**config.mk**
```make
export PLATFORM = sky130hd
export DESIGN_NAME = rgmii_rx_frame_flat
export DESIGN_NICKNAME = d
export VERILOG_FILES = /design/src/rtl/rgmii_rx_frame_if.sv /design/src/rtl/rgmii_rx_frame.sv /design/src/flat_wrapper.sv
export SDC_FILE = /design/constraint.sdc
export NUM_CORES = 1
export LEC_CHECK = 0
export CORE_MARGIN = 4
export CORE_UTILIZATION = 35
export DETAILED_ROUTE_END_ITERATION = 8
export PLACE_DENSITY_LB_ADDON = 0.08
export REMOVE_ABC_BUFFERS = 1
export SETUP_SLACK_MARGIN = 0.4
export SLEW_MARGIN = 20
export SYNTH_ARGS = -nofsm -noshare
export SYNTH_HDL_FRONTEND = slang
export SYNTH_SLANG_ARGS = --single-unit
```
**constraint.sdc**
```tcl
create_clock -name rxclk -period 4.6 [get_ports rxclk]
set_clock_uncertainty 0.15 [all_clocks]
set_input_delay 0.46 -clock rxclk [delete_from_list [all_inputs] [get_ports rxclk]]
set_output_delay 0.46 -clock rxclk [all_outputs]
set_load 0.02 [all_outputs]
```
**src/rtl/rgmii_rx_frame_if.sv**
```systemverilog
// Byte-stream bundle between the RGMII receive DDR cell and the receive frame stage,
// plus the payload stream the frame stage delivers to its sink.
interface rgmii_rx_frame_if;
   logic       rx_dv;
   logic       rx_er;
   logic [7:0] rx_data;
   logic [7:0] m_data;
   logic       m_valid;
   logic       m_sof;
   logic       m_eof;
   logic       m_err;

   modport master (
      input  rx_dv, rx_er, rx_data,
      output m_data, m_valid, m_sof, m_eof, m_err
   );

   modport slave (
      output rx_dv, rx_er, rx_data,
      input  m_data, m_valid, m_sof, m_eof, m_err
   );
endinterface

```
**src/rtl/rgmii_rx_frame.sv**
```systemverilog
// RGMII receive frame stage: strips preamble/SFD and FCS, checks CRC-32, length and PHY
// error, delivers payload with sof/eof/err markers and keeps saturating good/bad counters.
module rgmii_rx_frame #(
   parameter int MAX_LEN = 1518,
   parameter int MIN_LEN = 64
) (
   input  logic              rxclk,
   input  logic              rst,
   rgmii_rx_frame_if.master  bus,
   output logic [15:0]       good_cnt,
   output logic [15:0]       bad_cnt
);

   localparam logic [10:0] MAX_L   = 11'(MAX_LEN);
   localparam logic [10:0] MIN_L   = 11'(MIN_LEN);
   localparam logic [31:0] RESIDUE = 32'hDEBB20E3;

   typedef enum logic [1:0] {IDLE, PREAMBLE, DATA, DROP} state_t;

   state_t          state, state_nxt;
   logic [4:0][7:0] dly;
   logic [10:0]     len;
   logic [31:0]     crc;
   logic            er_flag;
   logic            frame_bad;

   logic emit, emit_sof, emit_eof, emit_err;
   logic good_inc, bad_inc, start, take;

   function automatic logic [31:0] crc_byte(input logic [31:0] c, input logic [7:0] d);
      logic [31:0] r;
      r = c ^ {24'h0, d};
      for (int k = 0; k < 8; k++)
         r = r[0] ? ((r >> 1) ^ 32'hEDB88320) : (r >> 1);
      return r;
   endfunction

   function automatic logic [15:0] sat_inc(input logic [15:0] v);
      return (v == 16'hFFFF) ? v : v + 16'd1;
   endfunction

   // A frame is judged on the residue left after the FCS bytes have been folded in.
   assign frame_bad = (crc != RESIDUE) || er_flag || (len < MIN_L);

   always_ff @(posedge rxclk) begin
      if (rst) state <= IDLE;
      else     state <= state_nxt;
   end

   always_comb begin
      state_nxt = state;
      emit      = 1'b0;
      emit_sof  = 1'b0;
      emit_eof  = 1'b0;
      emit_err  = 1'b0;
      good_inc  = 1'b0;
      bad_inc   = 1'b0;
      start     = 1'b0;
      take      = 1'b0;
      case (state)
         IDLE, PREAMBLE: begin
            if (!bus.rx_dv) begin
               state_nxt = IDLE;
            end else if (bus.rx_data == 8'h55) begin
               state_nxt = PREAMBLE;
            end else if (bus.rx_data == 8'hD5) begin
               state_nxt = DATA;
               start     = 1'b1;
            end else begin
               state_nxt = DROP;
            end
         end
         DATA: begin
            if (!bus.rx_dv) begin
               state_nxt = IDLE;
               if (len >= 11'd5) begin
                  emit     = 1'b1;
                  emit_sof = (len == 11'd5);
                  emit_eof = 1'b1;
                  emit_err = frame_bad;
                  good_inc = !frame_bad;
                  bad_inc  = frame_bad;
               end else begin
                  bad_inc  = 1'b1;
               end
            end else if (len == MAX_L) begin
               // Oversize: close the frame with the byte already in the delay line.
               state_nxt = DROP;
               emit      = 1'b1;
               emit_sof  = (len == 11'd5);
               emit_eof  = 1'b1;
               emit_err  = 1'b1;
               bad_inc   = 1'b1;
            end else begin
               take     = 1'b1;
               emit     = (len >= 11'd5);
               emit_sof = (len == 11'd5);
            end
         end
         DROP: begin
            if (!bus.rx_dv) state_nxt = IDLE;
         end
         default: state_nxt = IDLE;
      endcase
   end

   always_ff @(posedge rxclk) begin
      if (rst) begin
         dly         <= '0;
         len         <= '0;
         crc         <= '1;
         er_flag     <= 1'b0;
         bus.m_data  <= '0;
         bus.m_valid <= 1'b0;
         bus.m_sof   <= 1'b0;
         bus.m_eof   <= 1'b0;
         bus.m_err   <= 1'b0;
         good_cnt    <= '0;
         bad_cnt     <= '0;
      end else begin
         if (start) begin
            len     <= '0;
            crc     <= '1;
            er_flag <= 1'b0;
         end
         if (take) begin
            dly <= {dly[3:0], bus.rx_data};
            crc <= crc_byte(crc, bus.rx_data);
            len <= len + 11'd1;
            if (bus.rx_er) er_flag <= 1'b1;
         end
         // Output stage: byte i leaves the delay line on the edge sampling byte i+5.
         bus.m_valid <= emit;
         bus.m_data  <= emit ? dly[4] : 8'h00;
         bus.m_sof   <= emit_sof;
         bus.m_eof   <= emit_eof;
         bus.m_err   <= emit_err;
         if (good_inc) good_cnt <= sat_inc(good_cnt);
         if (bad_inc)  bad_cnt  <= sat_inc(bad_cnt);
      end
   end

endmodule

```
**src/flat_wrapper.sv**
```systemverilog
// flat-port wrapper written by rule: the top's interface ports become plain ports
module rgmii_rx_frame_flat 
#(
   parameter int MAX_LEN = 1518,
   parameter int MIN_LEN = 64
)
  (rxclk, rst, good_cnt, bad_cnt, bus_rx_dv, bus_rx_er, bus_rx_data, bus_m_data, bus_m_valid, bus_m_sof, bus_m_eof, bus_m_err);
  rgmii_rx_frame_if bus_i ();
  input  logic rxclk;
  input  logic rst;
  output logic [15:0] good_cnt;
  output logic [15:0] bad_cnt;
  input wire logic [$bits(bus_i.rx_dv)-1:0] bus_rx_dv;
  input wire logic [$bits(bus_i.rx_er)-1:0] bus_rx_er;
  input wire logic [$bits(bus_i.rx_data)-1:0] bus_rx_data;
  output wire logic [$bits(bus_i.m_data)-1:0] bus_m_data;
  output wire logic [$bits(bus_i.m_valid)-1:0] bus_m_valid;
  output wire logic [$bits(bus_i.m_sof)-1:0] bus_m_sof;
  output wire logic [$bits(bus_i.m_eof)-1:0] bus_m_eof;
  output wire logic [$bits(bus_i.m_err)-1:0] bus_m_err;
  assign bus_i.rx_dv = bus_rx_dv;
  assign bus_i.rx_er = bus_rx_er;
  assign bus_i.rx_data = bus_rx_data;
  assign bus_m_data = bus_i.m_data;
  assign bus_m_valid = bus_i.m_valid;
  assign bus_m_sof = bus_i.m_sof;
  assign bus_m_eof = bus_i.m_eof;
  assign bus_m_err = bus_i.m_err;
  rgmii_rx_frame #(.MAX_LEN(MAX_LEN), .MIN_LEN(MIN_LEN)) u_core (.rxclk(rxclk), .rst(rst), .bus(bus_i), .good_cnt(good_cnt), .bad_cnt(bad_cnt));
endmodule
```
==> results.ini, run 1 <==
[sta]
final_max_slew_viol_count = 0
fin_hold_ws_ns = 0.2561
tns_ns = 0
period_minus_slack_ns = 2.879
setup_viol = 0
rsz0062_at_grt = no
tightest_slew_ns = 0.9302
hold_violations = 0
clock.fmax_mhz = 347.4
fin_crit_sh_pct = 62.58
slew_headroom_pct = 37.54

[cts]
post-cts-setup-buffer-count = 0
cts_sinks = 130
cts_buffers = 17
clock_latency_ns = 0.42
cts_hold_buf = 0
cts_root_buffer = clkbuf_16
cts_tree = built
h-tree-depth = 4
cts.path.max_buffers = 2
cts_resized = 0
path_clk_slew_ns = 0.06

[hold_path]
hold_path_class = in -> reg

[synth]
synthCells = 722
ys_types = 63
yosys.area.top_type = dfxtp_1
netlist_top_cells_area = dfxtp_1 41%, nand2_1 6.0%, a21oi_1 5.2%
synthFlopType = dfxtp_1
synth_top_area_share_pct = 40.67
syn-mean-instance-area_um2 = 8.862
ys_seq_area_share_pct = 40.67
synth_edf_count = 0
syn-cell-area_um2 = 6399
synth.ff_latch_count = 130
yosysWarningCount = 0
async_reset_ff_share_pct = 0

[critical_path]
slowest_delay_ns = 0.72
start_kind = input pin
cp_cell_sequence = clkdlybuf4s50_1 -> nor4bb_1 -> nand4_1 -> or4_4 -> or4_1 -> a21oi_1
critPathCaptureType = register
arrival_ns = 3.07
path_buf_inv = 1
path_delay_family = simple AND/OR/NAND/NOR gates
crit_required_ns = 4.79
crit_slowest_cell = or4_4
critPathKind = in -> reg
crit_fanout = 31

[grt]
grt_pass1_vias = 5079
grt_max_degree = 83
grt.total_usage_pct = 15.78
grt_antenna_before_repair = 0
overflow = 0
grt_pass1_wl_um = 25930

[detailed_routing]
antenna_left = 0
viasPerCell = 5.299
finalWirelength_um = 15860
vias = 5294
first_pass_iters = 5
wl_per_cell_um = 15.88
drt_iter0_drc = 314
drcViolationCount = 0

[floorplan]
num_rows = 49
die_h_um = 143.2
initial_core_util_pct = 35.62
coreArea_um2 = 17960
die_area_um2 = 20510
die_w_um = 143.2
design.portCount = 56

[power]
fin_total_pwr_w = 0.002891
p_per_area_nw_per_um2 = 375.6
ir_drop_v = 0.0002646
power_leakage_nw = 2.720

[layout]
final_nets = 775
nFillCells = 1790
final_cell_mix = 130 x dfxtp_1, 102 x nand2_1, 66 x a21oi_1
multiInputGateArea_um2 = 3598
drive_gt1_share_pct = 8.831
diodes = 0
area_growth_pct = 20.30
seq_area_um2 = 2603
mostFrequentLayoutCell = dfxtp_1

[placed_design]
io_buffers = 55
dp_hpwl_um = 10660
gp_congestion = 0.8116

[outcome]
run_status = finished clean

[job]
maxCapViolCount = 0

-- report_power, final --
| group | leakage (nW) | total (W) | switching (W) | internal, W |
|---|---|---|---|---|
| Clock | 0.278 | 0.00133 | 0.000522 | 0.000805 |
| Combinational | 1.39 | 0.000391 | 0.000188 | 0.000204 |
| Sequential | 1.05 | 0.00117 | 0.0000234 | 0.00115 |
-- cell type report --
class,instances,share of cell area [%]
flip-flops and latches,130,33.81
multi-input cells,540,46.75
clock buffers,18,5.575
well taps,229,3.722
repair buffers,62,7.802
clock inverters,13,1.999
inverters,7,0.3414
-- flip-flops by register name, summed over array words and instances (netlist names) --
register	flops
u_core.bad_cnt	16
u_core.state	2
u_core.dly	40
u_core.bus.m_sof	1
u_core.bus.m_err	1
u_core.bus.m_data	8
u_core.er_flag	1
u_core.bus.m_valid	1
u_core.good_cnt	16
u_core.len	11
u_core.crc	32
u_core.bus.m_eof	1
-- cells by family (layout without fill, tap and decap cells) --
group	after synthesis	count (layout)	share of synthesized area (%)
and+or+nand+nor	312	312	25.50
AOI/OAI and AO/OA	145	145	13.82
DFF	130	130	40.67
xor gates and xnor gates	68	68	13.90
buffers and inverters	52	100	3.363
muxes	10	10	1.760
adders and majority gates	5	5	0.9777
-- synth_stat cells, types with 4 or more instances --
| cell type | count |
|---|---|
| and4b_1 | 4 |
| clkbuf_1 | 28 |
| xnor3_1 | 10 |
| o21ai_1 | 11 |
| inv_1 | 7 |
| nor3_1 | 33 |
| nor2_1 | 48 |
| nor4_1 | 6 |
| ha_1 | 5 |
| and2_1 | 13 |
| or3_1 | 6 |
| nand3_1 | 21 |
| dfxtp_1 | 130 |
| xnor2_2 | 8 |
| a311oi_1 | 4 |
| nand2_1 | 102 |
| or4_1 | 15 |
| nand4_1 | 10 |
| and3_1 | 8 |
| xor2_1 | 9 |
| nor2b_1 | 14 |
| o21ai_0 | 17 |
| xnor2_1 | 35 |
| and4_1 | 8 |
| mux2_2 | 7 |
| o31ai_1 | 15 |
| buf_1 | 6 |
| buf_2 | 10 |
| o41ai_1 | 5 |
| nor4bb_1 | 4 |
| a21oi_1 | 66 |
| o211ai_1 | 7 |
-- path summary, 6_finish.rpt --
| path | from | to | slack (ns) | cells after the start |
|---|---|---|---|---|
| setup / recovery | bus_rx_dv | u_core.good_cnt[3]$_SDFFE_PP0P_ | 1.72 | 6 |
| hold / removal | rst | u_core.er_flag$_SDFF_PP0_ | 0.26 | 2 |
| setup reg to reg | u_core.crc[16]$_SDFFE_PP1P_ | u_core.good_cnt[3]$_SDFFE_PP0P_ | 1.81 | 5 |
| hold reg to reg | u_core.dly[38]$_SDFFE_PP0N_ | u_core.dly[38]$_SDFFE_PP0N_ | 0.30 | 2 |
-- metrics by stage --
step | setup WS (ns) | cells | area [µm²] | utilization, %
final | 1.721 | 999 | 7697 | 42.85
after global placement | 1.304 | 968 | 7112 | 39.59
after floorplan | -1.971 | 677 | 6210 | -
after global routing | 1.633 | 999 | 7697 | 42.85
after detailed placement | 1.287 | 968 | 7114 | 39.60
after CTS | 1.729 | 999 | 7697 | 42.85
-- metal layers --
layer / up-vias / track usage, % / wire [µm]
li1: 2654 / - / -
met3: 12 / 3.952 / 626
met5: - / 0 / 0
met1: 2516 / 21.08 / 7574
met4: 0 / 4.113 / 134
met2: 112 / 25.64 / 7527
Power figures use the tool's default switching activity.
==> run 2, diff against run 1 <==
Clock period 4.6 ns to 2.56 ns, I/O delays scaled along.
==> results.ini, run 2 (synthesis results as in run 1) <==
[critical_path]
crit_required_ns = 2.69  ; -2.10 ns
start_kind = register
arrival_ns = 2.53  ; -0.54 ns
critPathCaptureType = register
crit_fanout = 6  ; -81%
critPathKind = reg -> reg

[placed_design]
place_area_um2 = 7597  ; +6.8%
io_buffers = 55  ; unchanged
dp_hpwl_um = 11440  ; +7.4%
gp_congestion = 0.7956  ; -2.0%

[sta]
rsz0062_at_grt = yes
fin_crit_sh_pct = 93.75
tightest_slew_ns = 0.6593  ; -0.2709 ns
clock.fmax_mhz = 416.7
final_max_slew_viol_count = 0  ; unchanged
period_minus_slack_ns = 2.400
fin_hold_ws_ns = 0.05747  ; -0.1987 ns
slew_headroom_pct = 56.05  ; +19 points
hold_violations = 0  ; unchanged
setup_viol = 0  ; unchanged

[layout]
largest_register_ffs = 40  ; unchanged
seq_area_um2 = 2620  ; +0.67%
fin_area_um2 = 9360  ; +22%
regMostFlops = u_core.dly
mostFrequentLayoutCell = dfxtp_1
area_growth_pct = 46.28
final_cell_mix = 116 x dfxtp_1, 92 x nand2_1, 74 x buf_4
reg.largest.list = u_core.dly x40, u_core.crc x32
drive_gt1_share_pct = 29.85  ; +21 points
final_nets = 875  ; +13%
multiInputGateArea_um2 = 4250  ; +18%
nFillCells = 1663  ; -7.1%
diodes = 0  ; unchanged
fin_util_pct = 52.11  ; +9.3 points

[grt]
grt.total_usage_pct = 17.76  ; +2.0 points
grt_antenna_before_repair = 0  ; unchanged
grt_pass1_vias = 5775  ; +14%
grt_max_degree = 61  ; -27%
overflow = 0  ; unchanged
grt_pass1_wl_um = 29240  ; +13%

[job]
maxCapViolCount = 0  ; unchanged

[detailed_routing]
antenna_left = 0  ; unchanged
drcViolationCount = 0  ; unchanged
drt_iter0_drc = 230  ; -27%
wl_per_cell_um = 16.87  ; +6.3%
viasPerCell = 5.326  ; +0.51%
finalWirelength_um = 18560  ; +17%
first_pass_iters = 4  ; -1
vias = 5859  ; +11%

[power]
seq_power_share_pct = 38.7  ; -1.8 points
switching_share_pct = 27.25  ; +1.9 points
p_comb_share_pct = 17.5  ; +4.0 points
switchingPower_w = 0.001481  ; +100%
power_frac_clock_pct = 43.8  ; -2.1 points
intPower_w = 0.003953  ; +83%
power_leakage_nw = 3.617  ; +33%
ir_drop_v = 0.0004856  ; +84%
p_per_area_nw_per_um2 = 580.6  ; +55%

[cts]
cts.path.max_buffers = 2  ; unchanged
cts_buffers = 17  ; unchanged
cts_sinks = 130  ; unchanged
cts_hold_buf = 0  ; unchanged
cts_root_buffer = clkbuf_16
cts_tree = built
path_clk_slew_ns = 0.07  ; about the same
h-tree-depth = 4  ; unchanged
clock_latency_ns = 0.42  ; about the same

[floorplan]
initial_core_util_pct = 35.62  ; unchanged
coreArea_um2 = 17960  ; unchanged
die_h_um = 143.2  ; unchanged
die_area_um2 = 20510  ; unchanged
die_w_um = 143.2  ; unchanged
num_rows = 49  ; unchanged
design.portCount = 56  ; unchanged

[hold_path]
hold_path_class = in -> reg

[outcome]
run_status = finished clean

-- run 2: changes by cell type in the layout (fill, tap and decap cells not counted), moves of 9 or more --
cell,before,now
a21oi_1,66,52
a21oi_2,0,14
buf_4,8,74
buf_6,0,17
dfxtp_1,130,116
dfxtp_2,0,14
nand2_1,102,92
nor3_1,33,22
o31ai_1,14,5
-- run 2: final timing paths --
path	from	end	slack, ns	cells past startpoint
max	u_core.crc[15]$_SDFFE_PP1P_	u_core.good_cnt[7]$_SDFFE_PP0P_	0.16	8
min	bus_rx_data[0]	u_core.dly[0]$_SDFFE_PP0N_	0.06	3
max reg2reg	u_core.crc[15]$_SDFFE_PP1P_	u_core.good_cnt[7]$_SDFFE_PP0P_	0.16	8
min reg2reg	u_core.dly[10]$_SDFFE_PP0N_	u_core.dly[18]$_SDFFE_PP0N_	0.29	2
-- run 2: layer usage --
| metal | share of wire [%] | track usage, % | up-vias |
|---|---|---|---|
| li1 | - | - | 2869 |
| met1 | 46 | 21.85 | 2867 |
| met2 | 49 | 30.86 | 97 |
| met3 | 3.6 | 4.119 | 26 |
| met4 | 1.4 | 5.600 | 0 |
| met5 | 0 | 0 | - |
-- run 2: critical path, cell delays in order (launching register included) --
cell and delay (ns):
dfxtp_2 0.33, nor4bb_4 0.26, buf_4 0.16, nand4_1 0.09, buf_6 0.15, or4_4 0.59
buf_4 0.19, o31ai_1 0.24, a21oi_1 0.10
-- run 2: cell type report --
type                    count  share of cell area (%)
inverters                   7                  0.2807
repair buffers            160                   17.12
well taps                 229                   3.061
clock buffers              18                   4.585
clock inverters            14                   1.551
flip-flops and latches    130                   27.99
multi-input cells         542                   45.41
-- run 2: what timing repair did --
item	4_1_cts	5_1_grt
cloned	4	4
setup endpoints to repair	98	91
setup buffers	13	16
resized for setup	63	121
pin swaps	39	34
-- run 2: through the flow --
stage	instances	power [W]	TNS, ns	setup WS [ns]
2_1_floorplan	677	0.002681	-276.31	-4.011
3_5_place_dp	1031	0.002972	-4.257	-0.3064
4_1_cts	1080	0.005412	0	0.1754
5_1_grt	1100	0.005667	0	0.08515
6_report	1100	0.005434	0	0.1599
3_3_place_gp	1031	0.002957	-3.471	-0.2582
-- run 2: power groups by stage --
stage	combinational (W)	clock, W	sequential, W
2_1_floorplan	0.000544	0	0.00214
3_3_place_gp	0.000821	0	0.00214
3_5_place_dp	0.000834	0	0.00214
4_1_cts	0.000867	0.00245	0.00210
5_1_grt	0.00102	0.00254	0.00211
6_report	0.000951	0.00238	0.00210
